$ cat config.mk
export PLATFORM = sky130hd
export DESIGN_NAME = dot4_accumulator_flat
export DESIGN_NICKNAME = d
export VERILOG_FILES = /design/src/rtl/dot4_pkg.sv /design/src/rtl/dot4_accumulator_if.sv /design/src/rtl/dot4_acc_fsm.sv /design/src/rtl/dot4_accumulator.sv /design/src/flat_wrapper.sv
export SDC_FILE = /design/constraint.sdc
export NUM_CORES = 1
export LEC_CHECK = 0
export BUFFER_PORTS_ARGS = -buffer_cell sky130_fd_sc_hd__clkbuf_2
export CORE_MARGIN = 2
export CORE_UTILIZATION = 53
export CTS_CLUSTER_SIZE = 25
export DETAILED_ROUTE_END_ITERATION = 10
export HOLD_SLACK_MARGIN = 0.1
export PLACE_DENSITY_LB_ADDON = 0.25
export RECOVER_POWER = 50
export SLEW_MARGIN = 10
export SYNTH_ARGS = -nofsm -noshare
export SYNTH_HDL_FRONTEND = slang
export SYNTH_HIERARCHICAL = 1
export SYNTH_SLANG_ARGS = --single-unit
$ cat constraint.sdc
create_clock -name clk -period 2.08 [get_ports clk]
set_input_delay 0.52 -clock clk [delete_from_list [all_inputs] [get_ports clk]]
set_output_delay 0.52 -clock clk [all_outputs]
set_load 0.1 [all_outputs]
$ cat src/rtl/dot4_pkg.sv
// Shared types and constants for the dot-product accumulator.
// The parameter check is evaluated at elaboration by the top module.
package dot4_pkg;

   localparam int unsigned PROD_W = 8;
   localparam int unsigned CNT_W  = 4;

   typedef enum logic {
      ST_ACC  = 1'b0,
      ST_DONE = 1'b1
   } acc_state_e;

   function automatic bit params_ok(input int unsigned acc_w, input int unsigned n_terms);
      return (acc_w >= PROD_W) && (n_terms >= 1) && (n_terms <= 15);
   endfunction

endpackage

$ cat src/rtl/dot4_accumulator_if.sv
// Product input and result output handshakes of the dot-product accumulator.
interface dot4_accumulator_if
   import dot4_pkg::*;
#(
   parameter int unsigned ACC_W = 12
) ();

   logic              prod_valid;
   logic              prod_ready;
   logic [PROD_W-1:0] prod_data;
   logic              prod_cout;
   logic              res_valid;
   logic              res_ready;
   logic [ACC_W-1:0]  res_data;
   logic              res_ovf;

   modport master (
      output prod_valid, prod_data, prod_cout, res_ready,
      input  prod_ready, res_valid, res_data, res_ovf
   );

   modport slave (
      input  prod_valid, prod_data, prod_cout, res_ready,
      output prod_ready, res_valid, res_data, res_ovf
   );

endinterface

$ cat src/rtl/dot4_acc_fsm.sv
// Group sequencer: tracks ACC/DONE and the term counter, and emits
// load/add strobes for the datapath on each accepted product.
module dot4_acc_fsm
   import dot4_pkg::*;
#(
   parameter int unsigned N_TERMS = 4
) (
   input  logic clk,
   input  logic rst_n,
   input  logic clear,
   input  logic prod_valid,
   input  logic res_ready,
   output logic prod_ready,
   output logic load,
   output logic add,
   output logic res_valid
);

   localparam logic [CNT_W-1:0] LAST_CNT = CNT_W'(N_TERMS - 1);

   acc_state_e       state_q, state_d;
   logic [CNT_W-1:0] cnt_q, cnt_d;
   logic             accept;

   always_ff @(posedge clk or negedge rst_n) begin
      if (!rst_n) begin
         state_q <= ST_ACC;
         cnt_q   <= '0;
      end else begin
         state_q <= state_d;
         cnt_q   <= cnt_d;
      end
   end

   // clear overrides everything, including a result handshake in DONE
   always_comb begin
      state_d = state_q;
      cnt_d   = cnt_q;
      if (clear) begin
         state_d = ST_ACC;
         cnt_d   = '0;
      end else begin
         unique case (state_q)
            ST_ACC: begin
               if (accept) begin
                  if (cnt_q == LAST_CNT) begin
                     state_d = ST_DONE;
                     cnt_d   = '0;
                  end else begin
                     cnt_d = cnt_q + CNT_W'(1);
                  end
               end
            end
            ST_DONE: begin
               if (res_ready) state_d = ST_ACC;
            end
            default: state_d = ST_ACC;
         endcase
      end
   end

   always_comb begin
      prod_ready = 1'b0;
      accept     = 1'b0;
      load       = 1'b0;
      add        = 1'b0;
      prod_ready = (state_q == ST_ACC) && !clear && rst_n;
      accept     = prod_valid && prod_ready;
      load       = accept && (cnt_q == '0);
      add        = accept && (cnt_q != '0);
   end

   assign res_valid = (state_q == ST_DONE);

endmodule

$ cat src/rtl/dot4_accumulator.sv
// Sums N_TERMS unsigned products into one result with a sticky per-group
// overflow flag; result is held on a valid/ready port until taken.
module dot4_accumulator
   import dot4_pkg::*;
#(
   parameter int unsigned N_TERMS = 4,
   parameter int unsigned ACC_W   = 12
) (
   input  logic               clk,
   input  logic               rst_n,
   input  logic               clear,
   dot4_accumulator_if.slave  bus
);

   localparam int unsigned SUM_W = ACC_W + 1;

   if (!params_ok(ACC_W, N_TERMS)) begin : g_bad_params
      $error("dot4_accumulator: need ACC_W >= 8 and 1 <= N_TERMS <= 15");
   end

   logic             load, add, res_valid;
   logic [ACC_W-1:0] acc_q, acc_d;
   logic             ovf_q, ovf_d;
   logic [SUM_W-1:0] sum;

   dot4_acc_fsm #(
      .N_TERMS (N_TERMS)
   ) u_fsm (
      .clk        (clk),
      .rst_n      (rst_n),
      .clear      (clear),
      .prod_valid (bus.prod_valid),
      .res_ready  (bus.res_ready),
      .prod_ready (bus.prod_ready),
      .load       (load),
      .add        (add),
      .res_valid  (res_valid)
   );

   // Extra MSB of the sum is the wrap carry feeding the sticky flag
   assign sum = {1'b0, acc_q} + SUM_W'(bus.prod_data);

   always_comb begin
      acc_d = acc_q;
      ovf_d = ovf_q;
      if (clear) begin
         acc_d = '0;
         ovf_d = 1'b0;
      end else if (load) begin
         acc_d = ACC_W'(bus.prod_data);
         ovf_d = bus.prod_cout;
      end else if (add) begin
         acc_d = sum[ACC_W-1:0];
         ovf_d = ovf_q | sum[ACC_W] | bus.prod_cout;
      end
   end

   always_ff @(posedge clk or negedge rst_n) begin
      if (!rst_n) begin
         acc_q <= '0;
         ovf_q <= 1'b0;
      end else begin
         acc_q <= acc_d;
         ovf_q <= ovf_d;
      end
   end

   assign bus.res_valid = res_valid;
   assign bus.res_data  = acc_q;
   assign bus.res_ovf   = ovf_q;

endmodule
$ cat src/flat_wrapper.sv
// flat-port wrapper written by rule: the top's interface ports become plain ports
module dot4_accumulator_flat import dot4_pkg::*;
#(
   parameter int unsigned N_TERMS = 4,
   parameter int unsigned ACC_W   = 12
)
  (clk, rst_n, clear, bus_prod_valid, bus_prod_data, bus_prod_cout, bus_res_ready, bus_prod_ready, bus_res_valid, bus_res_data, bus_res_ovf);
  dot4_accumulator_if #(.ACC_W(ACC_W)) bus_i ();
  input  logic clk;
  input  logic rst_n;
  input  logic clear;
  input wire logic [$bits(bus_i.prod_valid)-1:0] bus_prod_valid;
  input wire logic [$bits(bus_i.prod_data)-1:0] bus_prod_data;
  input wire logic [$bits(bus_i.prod_cout)-1:0] bus_prod_cout;
  input wire logic [$bits(bus_i.res_ready)-1:0] bus_res_ready;
  output wire logic [$bits(bus_i.prod_ready)-1:0] bus_prod_ready;
  output wire logic [$bits(bus_i.res_valid)-1:0] bus_res_valid;
  output wire logic [$bits(bus_i.res_data)-1:0] bus_res_data;
  output wire logic [$bits(bus_i.res_ovf)-1:0] bus_res_ovf;
  assign bus_i.prod_valid = bus_prod_valid;
  assign bus_i.prod_data = bus_prod_data;
  assign bus_i.prod_cout = bus_prod_cout;
  assign bus_i.res_ready = bus_res_ready;
  assign bus_prod_ready = bus_i.prod_ready;
  assign bus_res_valid = bus_i.res_valid;
  assign bus_res_data = bus_i.res_data;
  assign bus_res_ovf = bus_i.res_ovf;
  dot4_accumulator #(.N_TERMS(N_TERMS), .ACC_W(ACC_W)) u_core (.clk(clk), .rst_n(rst_n), .clear(clear), .bus(bus_i));
endmodule
==> results of run 1 <==
worst paths after layout:
path / start / end / slack [ps] / cells past startpoint
max reg2reg: u_core/bus.res_data[0]$_DFFE_PN0P_ / u_core/bus.res_data[8]$_DFFE_PN0P_ / 60 / 9
max: rst_n / bus_prod_ready / 60 / 4
min in group clk: bus_prod_data[3] / u_core/bus.res_data[3]$_DFFE_PN0P_ / 480 / 3
max in group asynchronous: rst_n / u_core/bus.res_data[1]$_DFFE_PN0P_ / 1170 / 2
min: rst_n / u_core/bus.res_data[0]$_DFFE_PN0P_ / 280 / 2
min reg2reg: u_core/u_fsm/cnt_q[3]$_DFFE_PN0P_ / u_core/u_fsm/cnt_q[3]$_DFFE_PN0P_ / 590 / 2
flip-flops by register name, summed over array words and instances, names as in the netlist:
name,count
u_core/u_fsm/cnt_q,4
u_core/bus.res_ovf,1
u_core/u_fsm/res_valid,1
u_core/bus.res_data,12
critical path: cells and delay by family:
kind | cells | cell delay (ps)
buffers and inverters | 3 | 690
AND/OR/NAND/NOR | 1 | 290
layout by cell type, fill, tap and decap left out, drive strengths merged, types with 4 or more instances in the layout:
cell type,synthesis,routed
buf,1,9
ha,10,10
dfrtp,18,18
clkbuf,3,33
inv,8,8
nor2,12,12
o21ai,6,6
a21oi,19,19
a22oi,4,4
a211oi,4,4
nand2,12,12
logic make-up (layout without fill, tap and decap cells):
family	count (synthesis)	in the layout
adder cells (fa/ha/maj)	11	11
multiplexers	3	3
AND/OR/NAND/NOR	43	43
buffers and inverters	12	50
XOR/XNOR	5	5
flip-flops	18	18
AO/OA/AOI/OAI	49	49
routing by layer:
metal,vias up,GRT usage,part of all wire
met1,610,0.2865,0.41
li1,592,-,-
met2,40,0.4938,0.54
met4,0,0.05128,0.0043
met3,2,0.03390,0.048
met5,-,0,0
area by class of cell:
type                       count  area (um^2)
multi-input combinational    111        815.8
fill                         192        655.6
sequential                    18        469.2
timing repair buffer          38        222.7
tap                           28        35.03
inverter                       8        30.03
clock buffer                   4        26.28
report_power, final:
| part | internal [mW] | leakage, nW | switching (mW) | total, mW |
|---|---|---|---|---|
| sequential | 0.361 | 0.233 | 0.00934 | 0.371 |
| combinational | 0.0775 | 0.491 | 0.161 | 0.238 |
| clock | 0.0745 | 0.0150 | 0.112 | 0.187 |
==> impl_metrics.yaml, run 1 <==
sta:
  fin_ws_ps: 63.44
  layout_min_cycle_time_ps: 2017
  rsz0062_at_grt: "yes"
  finalCritPeriodShare: 0.9695
  setup_tns_ps: 0
  hold_viol: 0
  setup_viol_count_final: 0
  max_freq_mhz: 495.9
  slew_headroom: 0.5411
  clock_skew_ps: 10.65
  tightest_slew_ps: 688.4
  maxSlewViolCount: 0
  hold_slack_ps: 280.3
yosys:
  ys_top_cells_by_area: "dfrtp_1 35%, ha_1 9.8%, a21oi_1 7.0%, nand2_1 3.5%, nor2_1 3.5%"
  synth_edf_count: 0
  synth-adder-area-share: 0.1134
  synth_top_area_frac: 0.3519
  yosysSeqAreaShare: 0.3519
  synth.distinct_cells: 41
  synth_mux_area_frac: 0.02346
  synth_compound_gate_area_share: 0.2600
  ys_warn_count: 6
  synthArstFlopShare: 1.000
  synth_area_um2: 1280
  synth_ff_type: "dfrtp_1"
  synth_nets: 166
  avgSynthCellArea_um2: 9.078
  synth-simple-area-share: 0.1808
  synth_top_family_by_area: "compound AO/OA/AOI/OAI gates"
  synth_top_cell_by_area: "dfrtp_1"
  synthCells: 141
  ys_top_cells_by_count: "18 x a21oi_1, 18 x dfrtp_1, 12 x nand2_1, 12 x nor2_1, 10 x ha_1"
  synth_seq_cells: 18
  synthXorXnorAreaFrac: 0.03421
global_route:
  overflow: 0
  grt_pass1_wl_mm: 5.188
  grt_pass1_vias: 1182
  antenna_found_initial: 0
  grt_max_degree: 15
  grt_usage: 0.2524
floorplan:
  die_w_um: 53.15
  die_h_um: 53.15
  core_area_um2: 2255
  die_area_um2: 2824
  start_util: 0.5677
  num_rows: 17
  ioPinCount: 29
route:
  wirelength_mm: 3.220
  vias: 1244
  ant_nets: 0
  drtIter0Drc: 45
  drc: 0
  drt_first_pass_iters: 4
  routed_via_density: 6.010
  wl_per_cell_um: 15.56
run_status:
  status: "completed"
clock_tree:
  clockBufferDepth: 2
  clk_latency_ps: 290
  cts_buffers: 3
  htreeDepth: 1
  clkTransAtPathRegs_ps: 110
  hold_buffers: 0
  cts.sinks: 18
  cts_setup_buffers: 0
  cts-root-buf: "clkbuf_4"
  cts_repair_resize_count: 0
  cts_tree: "built"
finish:
  stdcell_count: 207
  drive_above_1_share: 0.3464
  nets: 205
  stdcell_area_um2: 1599
  synthToLayoutAreaGrowth_pct: 24.93
  antenna_cells: 0
  final_util: 0.7092
placement:
  routabilityCongestion: 0.8367
  placedCellCount: 203
  dp_hpwl_mm: 2.510
  dpl_worst_slack_ps: -56.22
  io_buffers: 28
  place_area_um2: 1574
worst_hold_path:
  hold_class: "in2async"
power_and_ir_drop:
  power_uw: 795.5
  p_leak_nw: 0.7390
  power_density_nw_per_um2: 497.5
  peakVddDrop_uv: 457.0
critical_path:
  crit_chain: "clkbuf_2 -> clkbuf_1 -> nor3b_4 -> buf_12"
  critPathSlowestCell: "clkbuf_1"
  cp_max_fo: 8
  critPathMaxStageDelay_ps: 340
  worstPathRequired_ps: 1560
  startpoint_type: "input pin"
  end_kind: "primary output"
  cp.arrival_ps: 1500
  path_class: "in2out"
job:
  maxCapViolCount: 0
No activity file was read; power rests on OpenSTA's default activity.
==> inputs of run 2 (changes only) <==
- ABC_AREA: default -> 1
- BUFFER_PORTS_ARGS: -buffer_cell sky130_fd_sc_hd__clkbuf_2 -> default
- CORE_UTILIZATION: 53 -> 60
- DONT_BUFFER_PORTS: default -> 1
==> impl_metrics.yaml, run 2 <==
clock_tree:
  cts-root-buf: "clkbuf_4"
  htreeDepth: 1
  cts.sinks: 18
  clk_latency_ps: 300
  cts_tree: "built"
  cts_setup_buffers: 0
  clkTransAtPathRegs_ps: 120
  clockBufferDepth: 2
  cts_buffers: 3
sta:
  finalCritPeriodShare: 0.8973
  maxSlewViolCount: 0
  fin_ws_ps: 213.7
  layout_min_cycle_time_ps: 1866
  tightest_slew_ps: 858.2
  max_freq_mhz: 535.8
  setup_viol_count_final: 0
  slew_headroom: 0.4260
  setup_tns_ps: 0
  clock_skew_ps: 9.188
  rsz0062_at_grt: "no"
  hold_viol: 0
yosys:
  ys_top_cells_by_area: "dfrtp_1 31%, nand2_1 17%, ha_1 8.6%, nand3_1 7.2%, nor2_1 6.4%"
  synth_seq_cells: 18
  synth_top_cell_by_area: "dfrtp_1"
  synth_nets: 233
  yosysMostFrequentCell: "nand2_1"
  synth_area_um2: 1459
  synthCells: 208
  synth.distinct_cells: 31
  avgSynthCellArea_um2: 7.014
  synth_edf_count: 0
  ys_top_cells_by_count: "65 x nand2_1, 25 x nor2_1, 24 x inv_1, 21 x nand3_1, 18 x dfrtp_1"
  synth_ff_type: "dfrtp_1"
  yosysSeqAreaShare: 0.3087
  synthArstFlopShare: 1.000
  ys_warn_count: 6
  synth_top_area_frac: 0.3087
critical_path:
  end_kind: "register"
  path_class: "reg2reg"
  worstPathRequired_ps: 2270
  cp.arrival_ps: 2060
  startpoint_type: "register"
  cp_max_fo: 14
power_and_ir_drop:
  pwr-share-clk: 0.142
  power_density_nw_per_um2: 947.8
  power_frac_seq: 0.280
  swShare: 0.5289
  peakVddDrop_uv: 958.3
  p_int_uw: 736.9
  switchingPower_uw: 827.2
  power_frac_comb: 0.578
  power_mw: 1.564
  p_leak_nw: 0.8929
global_route:
  met3_usage: 0.07345
  grt_pass1_vias: 1402
  gr-max-usage-layer: "met2"
  grt_pass1_wl_mm: 5.802
  antenna_found_initial: 0
  overflow: 0
  use_met1: 0.3387
  grt_max_degree: 19
  grt_usage: 0.2786
  use_met2: 0.4650
placement:
  routabilityCongestion: 0.9624
  dp_hpwl_mm: 2.609
  io_buffers: 0
  dpl_worst_slack_ps: 132.8
finish:
  synthToLayoutAreaGrowth_pct: 13.12
  antenna_cells: 0
  nets: 255
  drive_above_1_share: 0.1747
  largest_reg_flops: 12
  final_common_cell: "nand2_1"
  final_cell_mix: "65 x nand2_1, 24 x inv_1, 24 x nor2_1"
floorplan:
  die_area_um2: 2842
  core_area_um2: 2255
  num_rows: 17
  start_util: 0.6471
  die_h_um: 53.31
  ioPinCount: 29
  die_w_um: 53.31
worst_hold_path:
  hold_class: "in2reg"
route:
  ant_nets: 0
  wirelength_mm: 3.489
  vias: 1462
  drt_first_pass_iters: 4
  drc: 0
  routed_via_density: 5.689
  drtIter0Drc: 48
  wl_per_cell_um: 13.58
job:
  maxCapViolCount: 0
run_status:
  status: "completed"
-- run 2: changes by cell type in the layout (fill, tap and decap cells not counted), moves of 10 or more --
cell | previous run | this run
nand2_1 | 12 | 65
inv_1 | 7 | 24
nor2_1 | 12 | 24
nand3_1 | 3 | 22
clkbuf_2 | 27 | 7
a21oi_1 | 18 | 8
-- run 2: layout make-up --
class / instances / area [um^2]
Inverter: 28 / 115.1
Tap cell: 28 / 35.03
Sequential cell: 18 / 459.2
Fill cell: 194 / 604.3
Multi-Input combinational cell: 161 / 884.6
Timing Repair Buffer: 18 / 120.1
Clock buffer: 4 / 36.28
-- run 2: kinds of logic after synthesis --
| logic type | synth area share |
|---|---|
| flops | 0.3087 |
| compound gates | 0.1089 |
| simple gates | 0.3774 |
| fa+ha+maj | 0.09949 |
| buf+inv | 0.08662 |
| xor+xnor | 0.01201 |
| mux | 0.006861 |
-- run 2: final timing paths --
path	from	end	slack (ps)	depth (start not counted)
setup / recovery	u_core/u_fsm/cnt_q[0]$_DFFE_PN0P_	u_core/bus.res_ovf$_DFFE_PN0P_	210	11
hold / removal	bus_res_ready	u_core/u_fsm/res_valid$_DFF_PN0_	320	1
setup reg to reg	u_core/u_fsm/cnt_q[0]$_DFFE_PN0P_	u_core/bus.res_ovf$_DFFE_PN0P_	210	11
hold reg to reg	u_core/u_fsm/cnt_q[3]$_DFFE_PN0P_	u_core/u_fsm/cnt_q[3]$_DFFE_PN0P_	530	2
max in group asynchronous	rst_n	u_core/bus.res_data[0]$_DFFE_PN0P_	700	1
min in group asynchronous	rst_n	u_core/bus.res_data[5]$_DFFE_PN0P_	760	1
-- run 2: critical path: stages (launching register included) --
cell	delay, ps
dfrtp_1	450
inv_1	100
ha_1	170
nand3_1	80
nor2_1	270
inv_1	310
nand3_1	140
nor2_1	50
nand2_1	60
nand2_1	40
nand2_1	50
nand2_1	50
-- run 2: per-layer routing --
metal  up-vias  wire length, um
met5         -                0
met4         0               34
met3         7              321
met1       668             1492
met2        63             1640
li1        724                -
-- run 2: power by group through the flow --
stage	Combinational, mW	Clock, mW	Sequential, mW
global route	0.971	0.239	0.444
detailed placement	0.900	0	0.445
CTS	0.917	0.229	0.437
floorplan	0.405	0	0.767
global placement	0.879	0	0.441
finish	0.904	0.222	0.437
-- run 2: metrics by stage --
stage               utilization  hold slack [ps]  area, um^2  std cells
finish                   0.7320            316.9        1650        257
detailed placement       0.7214            224.9        1627        252
global placement         0.7214            224.8        1627        252
floorplan                     -            224.4        1475        208
CTS                      0.7420            304.6        1673        257
global route             0.7320            298.8        1650        257
-- run 2: what timing repair did --
item,in CTS,in global routing
endpoints found under the hold margin,18,0
endpoints found under the setup margin,0,0
resized for setup,0,0
hold buffers,1,0
==> inputs of run 3 (changes only) <==
- RECOVER_POWER: 50 -> default
- SYNTH_HIERARCHICAL: 1 -> default
==> impl_metrics.yaml, run 3 <==
placement:
  dpl_worst_slack_ps: 92.15
  routabilityCongestion: 0.8684
  placedCellCount: 243
  place_area_um2: 1539
  dp_hpwl_mm: 2.556
  io_buffers: 0
finish:
  stdcell_area_um2: 1585
  synthToLayoutAreaGrowth_pct: 13.53
  final_common_cell: "nand2_1"
  stdcell_count: 248
  final_cell_mix: "68 x nand2_1, 29 x inv_1, 25 x nand3_1"
  final_util: 0.7166
  antenna_cells: 0
  nets: 246
  drive_above_1_share: 0.1545
  largest_reg_flops: 12
global_route:
  antenna_found_initial: 0
  grt_usage: 0.2789
  grt_pass1_vias: 1369
  grt_pass1_wl_mm: 5.623
  grt_max_degree: 19
  overflow: 0
worst_hold_path:
  hold_start: "bus_res_ready"
  min_path_cells: 1
  hold_class: "in2reg"
  min_to: "u_core.u_fsm.res_valid$_DFF_PN0_"
power_and_ir_drop:
  swShare: 0.4324
  power_density_nw_per_um2: 645.7
  switchingPower_uw: 442.6
  pwr-share-clk: 0.228
  power_mw: 1.024
  power_frac_comb: 0.391
  p_int_uw: 580.9
  power_frac_seq: 0.381
  peakVddDrop_uv: 514.1
  p_leak_nw: 0.8690
yosys:
  synth_compound_gate_area_share: 0.07258
  synth_top_cell_by_area: "dfrtp_1"
  ys_top_cells_by_count: "68 x nand2_1, 29 x inv_1, 25 x nand3_1, 18 x dfrtp_1, 14 x nor2_1"
  synth_area_um2: 1396
  yosysSeqAreaShare: 0.3226
  yosysMostFrequentCell: "nand2_1"
  synth_top_area_frac: 0.3226
  synth_seq_cells: 18
  synth_mux_area_frac: 0
  ys_warn_count: 0
  synth_top_family_by_area: "simple AND/OR/NAND/NOR gates"
  synth_ff_type: "dfrtp_1"
  synth_edf_count: 0
  avgSynthCellArea_um2: 6.913
  ys_top_cells_by_area: "dfrtp_1 32%, nand2_1 18%, ha_1 9.0%, nand3_1 9.0%, inv_1 7.8%"
  synth.distinct_cells: 27
  synthXorXnorAreaFrac: 0.006272
  synth-simple-area-share: 0.3916
  synthArstFlopShare: 1.000
  synthCells: 202
  synth-adder-area-share: 0.1039
  synth_nets: 227
critical_path:
  cp.arrival_ps: 2050
  worstPathRequired_ps: 2290
  reg2reg_depth: 11
  r2r_end: "u_core.bus.res_data[6]$_DFFE_PN0P_"
  end_kind: "register"
  startpoint_type: "register"
  r2r_start: "u_core.bus.res_data[0]$_DFFE_PN0P_"
  cp_max_fo: 4
  rrSetupSlack_ps: 230
  path_class: "reg2reg"
sta:
  setup_tns_ps: 0
  rsz0062_at_grt: "no"
  clock_skew_ps: 4.139
  tightest_slew_ps: 882.6
  hold_viol: 0
  slew_headroom: 0.4097
  finalCritPeriodShare: 0.8872
  layout_min_cycle_time_ps: 1845
  max_freq_mhz: 541.9
  setup_viol_count_final: 0
  maxSlewViolCount: 0
  fin_ws_ps: 234.6
  hold_slack_ps: 282.7
floorplan:
  start_util: 0.6312
  ioPinCount: 29
  core_area_um2: 2212
  die_area_um2: 2729
  num_rows: 17
  die_w_um: 52.24
  die_h_um: 52.24
clock_tree:
  clkTransAtPathRegs_ps: 120
  clk_latency_ps: 310
  cts.sinks: 18
  clockBufferDepth: 2
  cts_buffers: 3
  cts_repair_resize_count: 0
  htreeDepth: 1
  cts_tree: "built"
  cts-root-buf: "clkbuf_4"
route:
  wl_per_cell_um: 13.47
  vias: 1385
  drt_first_pass_iters: 4
  ant_nets: 0
  drc: 0
  wirelength_mm: 3.340
  drtIter0Drc: 37
  routed_via_density: 5.585
job:
  maxCapViolCount: 0
run_status:
  status: "completed"
## run 3: cell types whose count changed after synthesis, moves of 2 or more
cell	previous run	this run
inv_4	2	0
nand2_1	65	68
nand2_2	0	3
nor2_1	25	14
o22ai_1	2	0
o21ai_2	4	1
nand3_1	21	25
inv_1	24	29
## run 3: power groups by stage
stage,Clock (mW),Combinational (mW),Sequential (mW)
2_1_floorplan,0,0.177,0.534
3_3_place_gp,0,0.379,0.395
3_5_place_dp,0,0.389,0.397
4_1_cts,0.234,0.400,0.390
5_1_grt,0.247,0.435,0.392
6_report,0.233,0.400,0.390
## run 3: cell type report
class | instances | area, um^2
inverters | 32 | 121.4
multi-input cells | 150 | 804.5
flip-flops and latches | 18 | 452.9
fillers | 183 | 626.9
clock buffers | 4 | 36.28
well taps | 28 | 35.03
repair buffers | 16 | 135.1
## run 3: worst max path at each step
stage                                       start                                  to
3_3_place_gp                     bus_prod_data[0]  u_core.bus.res_data[6]$_DFFE_PN0P_
2_1_floorplan    u_core.u_fsm.res_valid$_DFF_PN0_                      bus_prod_ready
4_1_cts        u_core.bus.res_data[0]$_DFFE_PN0P_  u_core.bus.res_data[6]$_DFFE_PN0P_
3_5_place_dp                     bus_prod_data[0]  u_core.bus.res_data[6]$_DFFE_PN0P_
5_1_grt        u_core.bus.res_data[0]$_DFFE_PN0P_  u_core.bus.res_data[6]$_DFFE_PN0P_
6_report       u_core.bus.res_data[0]$_DFFE_PN0P_  u_core.bus.res_data[6]$_DFFE_PN0P_
## run 3: kinds of logic (layout without fill, tap and decap cells)
kind of cell	count (synthesis)	in the layout
compound gates	17	17
xor+xnor	1	1
fa+ha+maj	11	11
buf+inv	34	52
flops	18	18
simple gates	121	121
## run 3: repair_timing
action / CTS / global route
buffers inserted: 0 / 0
hold endpoints to repair: 18 / 0
hold buffers: 1 / 0
## run 3: layer usage
layer | vias to the layer above | share of wire | GRT usage
li1 | 683 | - | -
met1 | 637 | 0.40 | 0.3219
met2 | 55 | 0.51 | 0.5000
met3 | 10 | 0.075 | 0.05714
met4 | 0 | 0.023 | 0.1111
met5 | - | 0 | 0
## run 3: worst max-delay path, cell delays in order (launching register included)
cell and delay [ps]:
dfrtp_2 380, ha_1 190, inv_1 70, fa_1 410, inv_1 70, nand3_1 60
nand2_1 140, nand2_1 90, nand3_1 70, nand2_1 50, o21ai_0 160, nand2_1 60
